## config.mk

```make
export PLATFORM = sky130hd
export DESIGN_NAME = clock_enable_gen
export DESIGN_NICKNAME = d
export VERILOG_FILES = /design/src/rtl/clock_enable_gen.sv
export SDC_FILE = /design/constraint.sdc
export NUM_CORES = 1
export LEC_CHECK = 0
export ABC_CLOCK_PERIOD_IN_PS = 4000
export BUFFER_PORTS_ARGS = -buffer_cell sky130_fd_sc_hd__buf_2
export CAP_MARGIN = 20
export CORE_UTILIZATION = 40
export CTS_CLUSTER_DIAMETER = 50
export DETAILED_ROUTE_END_ITERATION = 8
export GPL_TIMING_DRIVEN = 0
export PLACE_DENSITY_LB_ADDON = 0.05
export SLEW_MARGIN = 20
export SYNTH_ARGS = -nofsm -noshare
export SYNTH_HDL_FRONTEND = slang
export SYNTH_SLANG_ARGS = --single-unit
export TNS_END_PERCENT = 20
```

## constraint.sdc

```tcl
create_clock -name clock_104mhz -period 4 [get_ports clock_104mhz]
set_input_delay 0.2 -clock clock_104mhz [delete_from_list [all_inputs] [get_ports clock_104mhz]]
set_output_delay 0.2 -clock clock_104mhz [all_outputs]
set_load 0.01 [all_outputs]
```

## src/rtl/clock_enable_gen.sv

```systemverilog
// ---------------------------------------------------------------------------
// clock_enable_gen
//
// Multi-channel clock-enable divider for the 104 MHz domain. Each channel
// counts "advance" events and emits a one-cycle tick every N events, plus a
// 50%-duty clk_out that toggles on every tick. A channel advances on every
// clock cycle, or, when its cascade bit is set, on the registered tick of the
// channel below it. This lets channels be chained to reach long periods.
//
// New divisors are posted through a single-entry pending register per
// channel. A posted divisor takes effect at the channel's next wrap, or on
// the next edge if the channel is halted (divisor 0). div_ack pulses for one
// cycle after the new divisor has taken effect.
//
// Parameters
//   NUM_CH     number of channels (1..8)
//   CNT_W      counter / divisor width
//   SEL_W      width of div_sel (>= clog2(NUM_CH))
//   DIV_INIT   packed reset divisors, channel i in [i*CNT_W +: CNT_W]
//   CASC_INIT  reset value of the cascade mask (bit 0 ignored)
//
// Ports
//   clock_104mhz  in   system clock
//   reset_n       in   asynchronous active-low reset
//   sync_clear    in   synchronous clear of all channels (SYNC_CLEAR_EN only)
//   div_wr        in   divisor write strobe
//   div_sel       in   channel targeted by the write
//   div_val       in   new divisor (0 halts the channel)
//   div_ready     out  selected channel has no pending update
//   div_ack       out  per-channel pulse: pending divisor was applied
//   casc_wr       in   load cascade mask from casc_val
//   casc_val      in   cascade mask, bit i: channel i counts tick[i-1]
//   tick          out  per-channel one-cycle enable
//   clk_out       out  per-channel toggle output (period 2N)
//
// Configuration macro
//   SYNC_CLEAR_EN  adds the sync_clear input. sync_clear zeroes every
//                  counter and output and applies all pending divisors at
//                  once.
// ---------------------------------------------------------------------------
module clock_enable_gen #(
    parameter int                         NUM_CH    = 2,
    parameter int                         CNT_W     = 16,
    parameter int                         SEL_W     = 1,
    parameter logic [NUM_CH*CNT_W-1:0]    DIV_INIT  = {16'd128, 16'd52},
    parameter logic [NUM_CH-1:0]          CASC_INIT = 2'b10
) (
    input  logic              clock_104mhz,
    input  logic              reset_n,
`ifdef SYNC_CLEAR_EN
    input  logic              sync_clear,
`endif
    input  logic              div_wr,
    input  logic [SEL_W-1:0]  div_sel,
    input  logic [CNT_W-1:0]  div_val,
    output logic              div_ready,
    output logic [NUM_CH-1:0] div_ack,
    input  logic              casc_wr,
    input  logic [NUM_CH-1:0] casc_val,
    output logic [NUM_CH-1:0] tick,
    output logic [NUM_CH-1:0] clk_out
);

    // Channel 0 has no source below it, so its cascade bit is held at 0.
    localparam logic [NUM_CH-1:0] CASC_MASK = ~(NUM_CH)'(1);

    logic [NUM_CH-1:0] r_casc;
    logic [NUM_CH-1:0] w_sel_hit;
    logic [NUM_CH-1:0] w_pending;

    always_ff @(posedge clock_104mhz or negedge reset_n) begin
        if (!reset_n) begin
            r_casc <= CASC_INIT & CASC_MASK;
        end else if (casc_wr) begin
            r_casc <= casc_val & CASC_MASK;
        end
    end

    // An out-of-range div_sel matches no channel. div_ready is then 0,
    // so the write is dropped.
    assign div_ready = |(w_sel_hit & ~w_pending);

    for (genvar i = 0; i < NUM_CH; i++) begin : g_ch
        logic [CNT_W-1:0] r_div;
        logic [CNT_W-1:0] r_pend;
        logic             r_pending;
        logic [CNT_W-1:0] r_cnt;
        logic             r_tick;
        logic             r_clk;
        logic             r_ack;

        logic             w_src;
        logic             w_adv;
        logic             w_halted;
        logic             w_term;
        logic             w_wr_hit;
        logic             w_apply;

        if (i == 0) begin : g_src0
            assign w_src = 1'b0;
        end else begin : g_srcn
            assign w_src = tick[i-1];
        end

        assign w_sel_hit[i] = (div_sel == SEL_W'(i));
        assign w_wr_hit     = div_wr & div_ready & w_sel_hit[i];
        assign w_adv        = r_casc[i] ? w_src : 1'b1;
        assign w_halted     = (r_div == '0);
        // Full-width terminal compare, so N = 2^CNT_W-1 works.
        assign w_term       = (r_cnt == (r_div - CNT_W'(1)));
        // A halted channel picks up its new divisor on the very next edge.
        // A running channel waits for its wrap, so the period in flight is
        // never cut short.
        assign w_apply      = r_pending & (w_halted | (w_adv & w_term));

        always_ff @(posedge clock_104mhz or negedge reset_n) begin
            if (!reset_n) begin
                r_div     <= DIV_INIT[i*CNT_W +: CNT_W];
                r_pend    <= '0;
                r_pending <= 1'b0;
                r_cnt     <= '0;
                r_tick    <= 1'b0;
                r_clk     <= 1'b0;
                r_ack     <= 1'b0;
            end else begin
                r_ack <= 1'b0;
                // A write only hits a channel with nothing pending. It
                // therefore never collides with an apply on this channel.
                if (w_wr_hit) begin
                    r_pend    <= div_val;
                    r_pending <= 1'b1;
                end
`ifdef SYNC_CLEAR_EN
                if (sync_clear) begin
                    r_cnt  <= '0;
                    r_tick <= 1'b0;
                    r_clk  <= 1'b0;
                    if (r_pending) begin
                        r_div     <= r_pend;
                        r_pending <= 1'b0;
                        r_ack     <= 1'b1;
                    end
                end else
`endif
                begin
                    if (w_halted) begin
                        r_cnt  <= '0;
                        r_tick <= 1'b0;
                    end else if (w_adv) begin
                        if (w_term) begin
                            r_cnt  <= '0;
                            r_tick <= 1'b1;
                            r_clk  <= ~r_clk;
                        end else begin
                            r_cnt  <= r_cnt + CNT_W'(1);
                            r_tick <= 1'b0;
                        end
                    end else begin
                        r_tick <= 1'b0;
                    end
                    // The wrap tick above is still emitted. The apply only
                    // swaps the divisor and restarts the count.
                    if (w_apply) begin
                        r_div     <= r_pend;
                        r_cnt     <= '0;
                        r_pending <= 1'b0;
                        r_ack     <= 1'b1;
                    end
                end
            end
        end

        assign w_pending[i] = r_pending;
        assign tick[i]      = r_tick;
        assign clk_out[i]   = r_clk;
        assign div_ack[i]   = r_ack;
    end

endmodule

```

Yosys cells after proc, flatten, opt, wreduce, memory -nomap -nowiden
Index checks and enable logic that the tools add are counted.
- add/sub/neg operators: 4
- eq/ne operators: 2
- muxes and demuxes: 19
- bitwise gates (word level): 15
- reduce and logical (&&, ||, !) cells: 8
- operators with widths (cell ; count):
    two-way mux 16 bit ; 7
    adder 16 x 1 -> 16 bit, second input constant ; 2
    == test 16 bit ; 2
    zero test 16 bit ; 2
    subtractor 16 x 1 -> 16 bit, second input constant ; 2
    two-way mux 1 bit ; 12
    AND 1 bit ; 6
    NOT 1 bit ; 5
    nonzero test 2 bit ; 2
    AND reduction 3 bit ; 1
    nonzero test 3 bit ; 1
    AND 2 bit ; 1
    NOT 2 bit ; 1
    OR 1 bit ; 2
    AND reduction 2 bit ; 1
    OR reduction 2 bit ; 1
- bits in registers: 105
- input bits: 23
- output and inout port bits: 7
- logic and storage cells: 63

Logic depth before layout (Yosys ltp)
Gate-level depths: netlist of run 1.
- word-level depth: 7
- depth in mapped cells: 13
- gate-level depth less buffers: 10

Worst setup path before layout of run 1
Ideal clock, no wire load.
- path kind: register to register
- start: reg g_ch[1].r_div[9]
- end: reg g_ch[1].r_cnt[10]
- data arrival time: 2998 ps
- required time: 3880 ps
- path slack: 882 ps
- cell stages (with the launch flop): 11
- path buffers: 2
- period minus slack after synthesis: 3118 ps
- cell sequence: dfrtp_1 -> clkbuf_1 -> or4_1 -> and4bb_2 -> mux2_2 -> mux2i_1 -> a32oi_1 -> nor4_2 -> buf_2 -> a21oi_1 -> a31o_2
- cells in the longest elaborated chain, start to end: 6
- RTL lines (item ; RTL line ; source):
    start, declared ; 84 ; logic [CNT_W-1:0] r_div;
    start signal, assigned ; 118 ; r_div <= DIV_INIT[i*CNT_W +: CNT_W];
    start signal, assigned ; 164 ; r_div <= r_pend;
    subtractor 16 x 1 -> 16 bit ; 110 ; assign w_term = (r_cnt == (r_div - CNT_W'(1)));
    == test 16 bit ; 110 ;
    AND 1 bit / two-way mux 16 bit (equally long branches) ; 114, 150 ;
    OR 1 bit / two-way mux 16 bit (equally long branches) ; 114, 149 ;
    AND 1 bit / two-way mux 16 bit (equally long branches) ; 114, 146 ;
    nonzero test 3 bit (no line) / two-way mux 16 bit (equally long branches) ; n/a ;
    end signal, assigned ; 155 ; r_cnt <= r_cnt + CNT_W'(1);
    end, declared ; 87 ; logic [CNT_W-1:0] r_cnt;
Several ways; a longest one is shown, not always the timed one. The select of a mux whose other input is x is not followed.
A chain may end at the register's enable or synchronous reset.

Final worst setup path of run 1
- start: reg g_ch[1].r_div[0]
- end: reg g_ch[1].r_div[14]
- cells in the longest elaborated chain, start to end: 5
- RTL lines (item ; RTL line ; source):
    subtractor 16 x 1 -> 16 bit ; 110 ;
    == test 16 bit ; 110 ;
    AND 1 bit ; 114 ; assign w_apply = r_pending & (w_halted | (w_adv & w_term));
    OR 1 bit (*) ; 114 ;
    AND 1 bit (*) ; 114 ;
Every way passes the cells marked *; elsewhere a longest branch is shown, timed or not.

==> metrics.md, run 1 <==
| Metric | Value |
|---|---|
| Status | `finished, final reports clean` |
| Netlist cell types | `69` |
| Max Slew Vio Count | `0` |
| Part of the cycle the worst path needs | `91.6%` |
| Clk slew on worst S/H paths | `0.07 ns` |
| Ys async rst share | `100%` |
| Switching power | `2.00 mW` |
| Dominant synthesized flop cell | `dfrtp_1` |
| Inst Count DP | `800` |
| H-Tree Depth | `3` |
| R2R setup slack | `0.34 ns` |
| Slowest-stage cell, CP | `nor3b_1` |
| Hold path cells | `2` |
| Cell Area, Synth | `0.00590 mm²` |
| Antenna Cells | `0` |
| Vias per cell | `5.44` |
| Avg Inst Size Synth | `10.1 µm²` |
| DR WL/cell | `17.6 µm` |
| Clock power share | `18.8%` |
| Worst slew pin tran | `0.900 ns` |
| Overall die area | `0.0152 mm²` |
| CP Capture Type | `flop` |
| Fin cells | `817` |
| Overall global routing resource usage | `20.8%` |
| Register area share after synthesis | `44.6%` |
| Vias post-DR | `4445` |
| Crit-path max FO | `10` |
| Routed Wire Length | `14.4 mm` |
| Worst path bufs/invs | `2` |
| Seq cells post-synth | `105` |
| Yosys warning count | `0` |
| Peak Freq | `273 MHz` |
| Power Density | `754 mW/mm²` |
| Starting density of the core | `40.8%` |
| Post-Syn Nets | `616` |
| Reg-to-reg endpoint | `g_ch[1].r_div[14]$_DFFE_PN0P_` |
| First-pass iteration count of the detailed router | `4` |
| Switching share of power | `39.9%` |
| Combinational group share of total power | `45.1%` |
| Initial antenna violation count | `0` |
| Hold Crit Start | `casc_val[1]` |
| Final Power | `5.01 mW` |
| Residual DRC | `0` |
| DP HPWL | `10.8 mm` |
| Reg power frac | `36.1%` |
| GRT overflow | `0` |
| Clock skew | `0.00745 ns` |
| Critical Path Max Stage Delay | `0.62 ns` |
| Final nets | `657` |
| Final min period | `3.66 ns` |
| Clock Tree Root | `clkbuf_16` |
| Max Root-Sink Buffers | `2` |
| Post-DRT Antenna Nets | `0` |
| Chip Height | `123 µm` |
| Gpl congestion | `0.821` |
| Final setup fails | `0` |
| Delay-heaviest family, CP | `simple AND/OR/NAND/NOR gates` |
| Fill cells | `1365` |
| Vias in the first global route | `4462` |
| Endpoints failing hold | `0` |
| Cell Int Power | `3.01 mW` |
| CTS sink cnt | `105` |
| Total negative slack | `0 ns` |
| Post-synth EDFFs | `0` |
| Slew HR | `39.5%` |
| Unrepaired setup endpoints after global routing | `false` |
| First-pass GRT wire length | `23.8 mm` |
| Die width | `123 µm` |
| Port bufs | `28` |
| Cell count after synthesis | `587` |
| Worst-path cell chain | `inv_1, ha_1, nor3b_1, nand2_1, o31ai_1, or4b_1, or4_1, clkbuf_1, a22o_1` |
| CP Launch Type | `flop` |
| First DRT Iteration DRCs | `206` |
| Max_cap viols | `0` |
| Core region area | `0.0145 mm²` |
| Number of I/O pins | `30` |
| Clk_lat worst skew | `0.35 ns` |
| Endpoint, Worst Hold | `r_casc[1]$_DFFE_PN1P_` |
| Row cnt | `44` |
| R2R cell count | `9` |
| Worst r2r src | `g_ch[1].r_div[0]$_DFFE_PN0P_` |
| Worst Hold Class | `primary input to flop` |
| Area grow syn2layout | `12.6%` |
| Peak supply drop | `0.279 mV` |
| Largest net degree at the start of global routing | `73` |
| CTS tree | `yes` |
| Num CTS Buffers | `9` |
| Worst Path Required | `4.24 ns` |
| Worst Path Class, Setup | `flop to flop` |
| Share of layout cells above drive strength 1 | `20.2%` |
| Leakage | `2.82 nW` |
| WP data arrival | `3.90 ns` |
## cells by family (layout without fill, tap and decap cells)
logic type	count (synthesis)	after routing	synth area share, %
buffers and inverters	64	110	4.96
adders and majority gates	6	6	1.27
DFF	105	105	44.6
xor gates and xnor gates	57	57	8.46
muxes	33	33	6.19
and+or+nand+nor	211	211	20.4
AOI/OAI and AO/OA	111	111	14.1
## flip-flops by register name, indices dropped and copies added (netlist names)
| register | count |
|---|---|
| g_ch.r_cnt | 32 |
| r_casc | 1 |
| g_ch.r_div | 32 |
| g_ch.r_pend | 32 |
| g_ch.r_ack | 2 |
| g_ch.r_pending | 2 |
| g_ch.r_tick | 2 |
| g_ch.r_clk | 2 |
## final cells by class
class	instances	area (µm²)	share of cell area, %
Clock inverter	5	70.1	1.05
Tap cell	184	230	3.46
Clock buffer	11	243	3.65
Inverter	23	86.3	1.30
Timing Repair Buffer	30	184	2.77
Sequential cell	105	2630	39.6
Buffer	41	206	3.11
Multi-Input combinational cell	418	2990	45.0
## synth_stat cells (3+ instances only)
cell,n,area (µm²)
dfrtp_1,100,2500
nor3_1,9,45.0
nand2_1,48,180
nor3b_1,4,30.0
mux2_2,26,293
a2bb2oi_1,10,87.6
nand2b_1,4,25.0
nor4_1,6,37.5
nand4_1,3,18.8
nand3_1,33,165
or2_2,6,37.5
clkbuf_1,24,90.1
ha_1,6,75.1
or3_1,8,50.1
buf_2,6,30.0
mux2i_1,5,50.1
o21ai_0,24,120
and3_1,7,43.8
o31ai_1,4,30.0
a31o_2,12,105
a2bb2oi_2,6,90.1
nor4_2,4,50.1
a21oi_1,21,105
a22o_1,10,87.6
nor2_1,32,120
xnor2_1,31,272
inv_1,23,86.3
nor2b_1,3,18.8
dfstp_2,5,131
buf_4,6,45.0
buf_6,3,33.8
or4_1,19,143
xor2_1,26,228
nand3b_1,4,30.0
## placed cells by master (no fill, tap or decap), types with 5 or more instances in the layout
cell type	n
a31o_2	12
nand2_1	48
inv_1	23
ha_1	6
nor3_1	9
xor2_1	26
nand3_1	33
dfrtp_1	100
a2bb2oi_2	6
nor4_1	6
mux2i_1	5
and3_1	7
mux2_2	26
or2_2	6
nor2_1	32
buf_2	33
xnor2_1	31
o21ai_0	24
clkbuf_1	25
dfstp_2	5
or3_1	8
or4_1	19
buf_4	6
clkbuf_16	9
a2bb2oi_1	10
a22o_1	10
a21oi_1	21
## routing by layer
layer | up-vias | track usage (%) | routed length [µm]
li1 | 2190 | - | -
met1 | 2183 | 25.9 | 6440
met2 | 51 | 35.5 | 7260
met3 | 21 | 4.15 | 362
met4 | 0 | 7.61 | 340
met5 | - | 0 | 0
## how the worst max path moves through the flow
stage                                      start                       endpoint  slack, ns  cells past startpoint
global route        g_ch[1].r_div[0]$_DFFE_PN0P_  g_ch[1].r_div[14]$_DFFE_PN0P_       0.07                      9
global placement    g_ch[1].r_div[4]$_DFFE_PN0P_  g_ch[1].r_cnt[13]$_DFFE_PN0P_       0.25                     11
detailed placement  g_ch[1].r_div[4]$_DFFE_PN0P_  g_ch[1].r_cnt[12]$_DFFE_PN0P_       0.16                     11
finish              g_ch[1].r_div[0]$_DFFE_PN0P_  g_ch[1].r_div[14]$_DFFE_PN0P_       0.34                      9
CTS                 g_ch[1].r_div[4]$_DFFE_PN0P_  g_ch[1].r_cnt[10]$_DFFE_PN0P_       0.17                     11
floorplan           g_ch[1].r_div[9]$_DFFE_PN0P_  g_ch[1].r_cnt[10]$_DFFE_PN0P_       0.88                     10
## per-stage QoR
stage / hold slack (ns) / cell area, µm² / setup WS, ns / utilization, %
final: 0.0826 / 6650 / 0.338 / 45.9
after global routing: 0.0740 / 6650 / 0.0721 / 45.9
after CTS: 0.0706 / 6630 / 0.168 / 45.8
after detailed placement: 0.117 / 6310 / 0.163 / 43.6
after global placement: 0.433 / 6270 / 0.248 / 43.3
after floorplan: -0.0956 / 5900 / 0.882 / -
## power by group through the flow
stage	registers [mW]	logic, mW	clock network [mW]
after floorplan	1.69	1.81	0
after global placement	1.82	2.18	0
after detailed placement	1.83	2.24	0
after CTS	1.81	2.24	0.970
after global routing	1.87	2.53	1.01
final	1.81	2.26	0.941
## timing repair
item	4_1_cts	5_1_grt
hold buffers	1	0
setup endpoints to repair	0	11
hold endpoints to repair	31	0
resized for setup	0	2
setup buffers	0	0
Power figures use the tool's default switching activity.
==> run 2: changes to the inputs <==
CORE_ASPECT_RATIO = 1.75   (was default)
==> run 2 against run 1 <==
  * First-iteration DRC count fell by 22%
  * Via count rose by 1.2%
  * Largest cell class unchanged
  * Largest power group unchanged
  * Register-to-register slack lost 0.14 ns
  * Highest routed layer unchanged
==> metrics.md, run 2 (same netlist as run 1, synthesis figures left out) <==
| Metric | Value |
|---|---|
| Status | `finished, final reports clean` |
| DP HPWL | `11.9 mm` |
| Metal-1 WL | `5.43 mm` |
| Routed met2 length | `9.31 mm` |
| Vias per cell | `5.53` |
| Unrepaired setup endpoints after global routing | `false` |
| Worst Path Required | `4.24 ns` |
| Antenna Cells | `0` |
| Largest net degree at the start of global routing | `73` |
| Slew HR | `37.8%` |
| Top Metal Used | `met4` |
| Clk_lat worst skew | `0.35 ns` |
| Die width | `93.8 µm` |
| H-Tree Depth | `3` |
| Routed Wire Length | `15.3 mm` |
| Clk slew on worst S/H paths | `0.08 ns` |
| Worst Hold Class | `primary input to flop` |
| Overall global routing resource usage | `21.9%` |
| Fin cells | `813` |
| Max Slew Vio Count | `0` |
| Worst slew pin tran | `0.925 ns` |
| Worst Path Class, Setup | `flop to flop` |
| Clock skew | `0.0109 ns` |
| First-pass GRT wire length | `25.1 mm` |
| Vias post-DR | `4498` |
| Power Density | `771 mW/mm²` |
| CP Capture Type | `flop` |
| Leakage | `2.83 nW` |
| Max_cap viols | `0` |
| Clock Tree Root | `clkbuf_16` |
| Core region area | `0.0144 mm²` |
| Endpoints failing hold | `0` |
| CP Launch Type | `flop` |
| Overall die area | `0.0153 mm²` |
| Initial antenna violation count | `0` |
| Residual DRC | `0` |
| Row cnt | `58` |
| Post-DRT Antenna Nets | `0` |
| Final nets | `657` |
| WL met3 | `244 µm` |
| Commonest non-fill, non-tap cell in the layout | `dfrtp_1` |
| Crit-path max FO | `10` |
| Chip Height | `163 µm` |
| Max Root-Sink Buffers | `2` |
| Number of I/O pins | `30` |
| Num CTS Buffers | `9` |
| CTS tree | `yes` |
| Starting density of the core | `41.1%` |
| Gpl congestion | `0.880` |
| Vias in the first global route | `4726` |
| Commonest cells after routing, fill and taps aside | `100 x dfrtp_1, 48 x nand2_1, 33 x nand3_1, 33 x buf_2, 32 x nor2_1` |
| Peak Freq | `263 MHz` |
| First DRT Iteration DRCs | `160` |
| Fin util | `46.4%` |
| Area grow syn2layout | `13.0%` |
| WP data arrival | `4.04 ns` |
| # Post-CTS Setup Buffers | `0` |
| Port bufs | `28` |
| Final min period | `3.80 ns` |
| Fill cells | `1400` |
| Part of the cycle the worst path needs | `95.0%` |
| First-pass iteration count of the detailed router | `4` |
| CTS sink cnt | `105` |
| Largest regs | `g_ch.r_cnt: 32 flops, g_ch.r_div: 32 flops, g_ch.r_pend: 32 flops` |
| Inst Count DP | `796` |
| DR WL/cell | `18.8 µm` |
| Final setup fails | `0` |
| GRT overflow | `0` |
| Peak supply drop | `0.275 mV` |
| Share of layout cells above drive strength 1 | `20.5%` |
## run 2: cell types whose count changed in the layout (fill, tap and decap cells not counted), sizes merged
cell | previous run | this run
bufinv | 1 | 2
clkbuf | 35 | 33
clkinv | 1 | 3
inv | 26 | 25
## run 2: metal layers
layer	global-route usage (%)	up-vias
met5	0	-
met4	6.50	0
met3	3.31	18
met2	44.3	54
met1	22.0	2249
li1	-	2177
## run 2: timing repair
item	4_1_cts	5_1_grt
hold endpoints to repair	32	0
gates resized for setup	1	2
setup endpoints to repair	10	30
pin swaps	0	0
hold buffers	1	0
## run 2: worst max-delay path, cell delays in order (launching register included)
cell       delay (ns)
dfrtp_1          0.36
clkbuf_1         0.22
or4_1            0.44
clkbuf_1         0.29
nor3_2           0.20
xnor2_1          0.15
a2111oi_1        0.55
o2111ai_1        0.32
or4_1            0.55
clkbuf_1         0.19
buf_2            0.23
nand2_1          0.11
a2bb2oi_2        0.06
## run 2: per-stage QoR
step	area (µm²)	hold WS, ns	setup TNS, ns	setup slack [ns]	power [mW]
3_5_place_dp	6300	0.119	-1.16	-0.130	4.14
4_1_cts	6660	0.0568	0	0.0171	5.17
2_1_floorplan	5900	-0.0956	0	0.882	3.50
5_1_grt	6670	0.0786	0	0.00619	5.53
6_report	6670	0.0687	0	0.199	5.15
3_3_place_gp	6270	0.430	-1.00	-0.113	4.06
## run 2: final cells by class
class,count,area (µm²),area share [%]
flip-flops and latches,105,2630,39.5
well taps,180,225,3.38
clock buffers,9,225,3.38
inverters,23,86.3,1.29
repair buffers,30,184,2.76
clock inverters,7,111,1.67
multi-input cells,418,3000,45.0
plain buffers,41,206,3.09
## run 2: final timing paths
kind,slack (ns),depth (start not counted),endpoint,startpoint
worst max-delay path,0.20,12,g_ch[0].r_div[8]$_DFFE_PN0N_,g_ch[0].r_div[3]$_DFFE_PN0N_
worst min-delay path,0.07,3,g_ch[0].r_pend[2]$_DFFE_PN0P_,div_val[2]
worst max register to register,0.20,12,g_ch[0].r_div[8]$_DFFE_PN0N_,g_ch[0].r_div[3]$_DFFE_PN0N_
worst min register to register,0.47,1,g_ch[0].r_clk$_DFFE_PN0P_,g_ch[0].r_clk$_DFFE_PN0P_
max in group asynchronous,3.00,3,g_ch[1].r_div[7]$_DFFE_PN1P_,reset_n
min in group asynchronous,0.30,2,g_ch[1].r_cnt[4]$_DFFE_PN0P_,reset_n
## run 2: report_power, final
| group | switching [mW] | total (mW) | internal [mW] |
|---|---|---|---|
| clock network | 0.437 | 0.999 | 0.562 |
| logic | 1.29 | 2.36 | 1.06 |
| registers | 0.350 | 1.79 | 1.44 |
==> run 3: changes to the inputs <==
PLACE_DENSITY_LB_ADDON = default   (was 0.05)
==> run 3 against run 2 <==
  * Design area shrank 0.49%
  * Clock power shrank 9.1%
  * Non-clock buffer count is the same
  * Combinational power is essentially flat
  * Clock-buffer cell count grew 1
  * Critical path type unchanged
  * Clock skew shrank 0.0013 ns
  * Setup slack gained 0.089 ns
==> metrics.md, run 3 (same netlist as run 1, synthesis figures left out) <==
| Metric | Value |
|---|---|
| Worst-path cell chain | `clkbuf_1, or4_1, clkbuf_1, nor3_2, xnor2_1, a2111oi_1, o2111ai_1, or4_1, clkbuf_1, buf_2, nand2_1, a2bb2oi_2` |
| Final WS setup | `0.287 ns` |
| Peak Freq | `269 MHz` |
| Port bufs | `28` |
| Area grow syn2layout | `12.5%` |
| DR WL/cell | `17.6 µm` |
| Worst Hold Class | `primary input to flop` |
| Core region area | `0.0144 mm²` |
| Commonest cells after routing, fill and taps aside | `100 x dfrtp_1, 48 x nand2_1, 33 x nand3_1, 33 x buf_2, 32 x nor2_1` |
| Largest regs | `g_ch.r_cnt: 32 flops, g_ch.r_div: 32 flops, g_ch.r_pend: 32 flops` |
| Cell area after layout | `0.00664 mm²` |
| Die width | `93.8 µm` |
| CTS tree | `yes` |
| Max_cap viols | `0` |
| Setup WS pre-CTS | `-0.105 ns` |
| Unrepaired setup endpoints after global routing | `false` |
| Worst Path Class, Setup | `flop to flop` |
| Peak supply drop | `0.368 mV` |
| CP most frequent cell | `clkbuf_1` |
| Antenna Cells | `0` |
| Starting density of the core | `41.1%` |
| Commonest non-fill, non-tap cell in the layout | `dfrtp_1` |
| WP data arrival | `3.95 ns` |
| Crit-path max FO | `10` |
| CP Launch Type | `flop` |
| Overall die area | `0.0153 mm²` |
| Status | `finished, final reports clean` |
| Slowest-stage cell, CP | `or4_1` |
| CP Capture Type | `flop` |
| Largest net degree at the start of global routing | `75` |
| Gpl congestion | `0.891` |
| Clk slew on worst S/H paths | `0.07 ns` |
| Fill cells | `1400` |
| Vias post-DR | `4581` |
| Initial antenna violation count | `0` |
| Num CTS Buffers | `9` |
| Post-DRT Antenna Nets | `0` |
| Critical Path Max Stage Delay | `0.56 ns` |
| Vias in the first global route | `4704` |
| Max Slew Vio Count | `0` |
| Endpoints failing hold | `0` |
| Part of the cycle the worst path needs | `92.8%` |
| H-Tree Depth | `3` |
| Worst Path Required | `4.24 ns` |
| Final setup fails | `0` |
| Clock Tree Root | `clkbuf_16` |
| First-pass GRT wire length | `23.9 mm` |
| Number of I/O pins | `30` |
| Overall global routing resource usage | `20.4%` |
| Area occupied by multi-input gates | `0.00300 mm²` |
| # Post-CTS Setup Buffers | `0` |
| Chip Height | `163 µm` |
| Share of layout cells above drive strength 1 | `20.4%` |
| First-pass iteration count of the detailed router | `4` |
| Slew HR | `42.7%` |
| Leakage | `2.81 nW` |
| DP Area | `0.00630 mm²` |
| Max Root-Sink Buffers | `2` |
| Row cnt | `58` |
| GRT overflow | `0` |
| Vias per cell | `5.63` |
| Clock skew | `0.00961 ns` |
| Residual DRC | `0` |
| Power Density | `760 mW/mm²` |
| Final nets | `657` |
| First DRT Iteration DRCs | `264` |
| Area occupied by registers | `0.00263 mm²` |
| CTS sink cnt | `105` |
| DP HPWL | `11.1 mm` |
| Final min period | `3.71 ns` |
| Routed Wire Length | `14.3 mm` |
| Worst slew pin tran | `0.852 ns` |
| Clk_lat worst skew | `0.35 ns` |
==> run 3: cell count changes in the layout (fill, tap and decap cells not counted) <==
| cell | delta |
|---|---|
| bufinv_16 | -1 |
| clkbuf_1 | +1 |
| clkinv_8 | -1 |
| clkinvlp_4 | +1 |
| inv_6 | -1 |
| inv_8 | +1 |
==> run 3: cell type report <==
cell class	instances	area share (%)
tap	180	3.39
inverter	23	1.30
buffer	41	3.11
clock buffer	10	3.45
timing repair buffer	30	2.77
clock inverter	6	1.13
multi-input combinational	418	45.2
sequential	105	39.7
==> run 3: critical path, delay by kind of cell (launching register included) <==
family	cells	cell delay, ns
xor+xnor	1	0.15
compound gates	3	0.87
flops	1	0.36
buf+inv	4	0.90
simple gates	4	1.32
==> run 3: power by group <==
part           switching [mW]  leakage [nW]  internal [mW]
Combinational            1.29          1.35           1.06
Clock                   0.413         0.145          0.495
Sequential              0.344          1.32           1.44
Total                    2.04          2.81           3.00
==> run 3: repair_timing <==
item	in CTS	in global routing
gates resized for setup	1	2
setup endpoints to repair	10	30
hold buffers	1	0
endpoints found under the hold margin	30	0
==> run 3: final timing paths <==
path	from	to	slack (ns)	cells after the start
worst max-delay path	g_ch[0].r_div[3]$_DFFE_PN0N_	g_ch[0].r_div[8]$_DFFE_PN0N_	0.29	12
worst min-delay path	div_val[12]	g_ch[0].r_pend[12]$_DFFE_PN0P_	0.08	3
worst max register to register	g_ch[0].r_div[3]$_DFFE_PN0N_	g_ch[0].r_div[8]$_DFFE_PN0N_	0.29	12
worst min register to register	g_ch[0].r_clk$_DFFE_PN0P_	g_ch[0].r_clk$_DFFE_PN0P_	0.47	1
max in group asynchronous	reset_n	g_ch[0].r_div[5]$_DFFE_PN1N_	3.03	3
min in group asynchronous	reset_n	g_ch[1].r_cnt[4]$_DFFE_PN0P_	0.30	2
==> run 3: metal layers <==
metal  global-route usage [%]  vias up  routed length, µm
li1                         -     2189                  -
met1                     21.0     2264               5240
met2                     38.7       89               8050
met3                     2.89       39                338
met4                     10.8        0                678
met5                        0        -                  0
==> run 3: per-stage QoR <==
stage	util (%)	setup TNS, ns	hold WS [ns]	total power, mW	cells
after floorplan	-	0	-0.0956	3.50	587
after global placement	43.6	0	0.438	4.01	795
after detailed placement	43.9	-0.925	0.106	4.11	796
after CTS	46.1	0	0.0855	5.04	813
after global routing	46.2	0	0.0982	5.41	813
final	46.2	0	0.0828	5.04	813
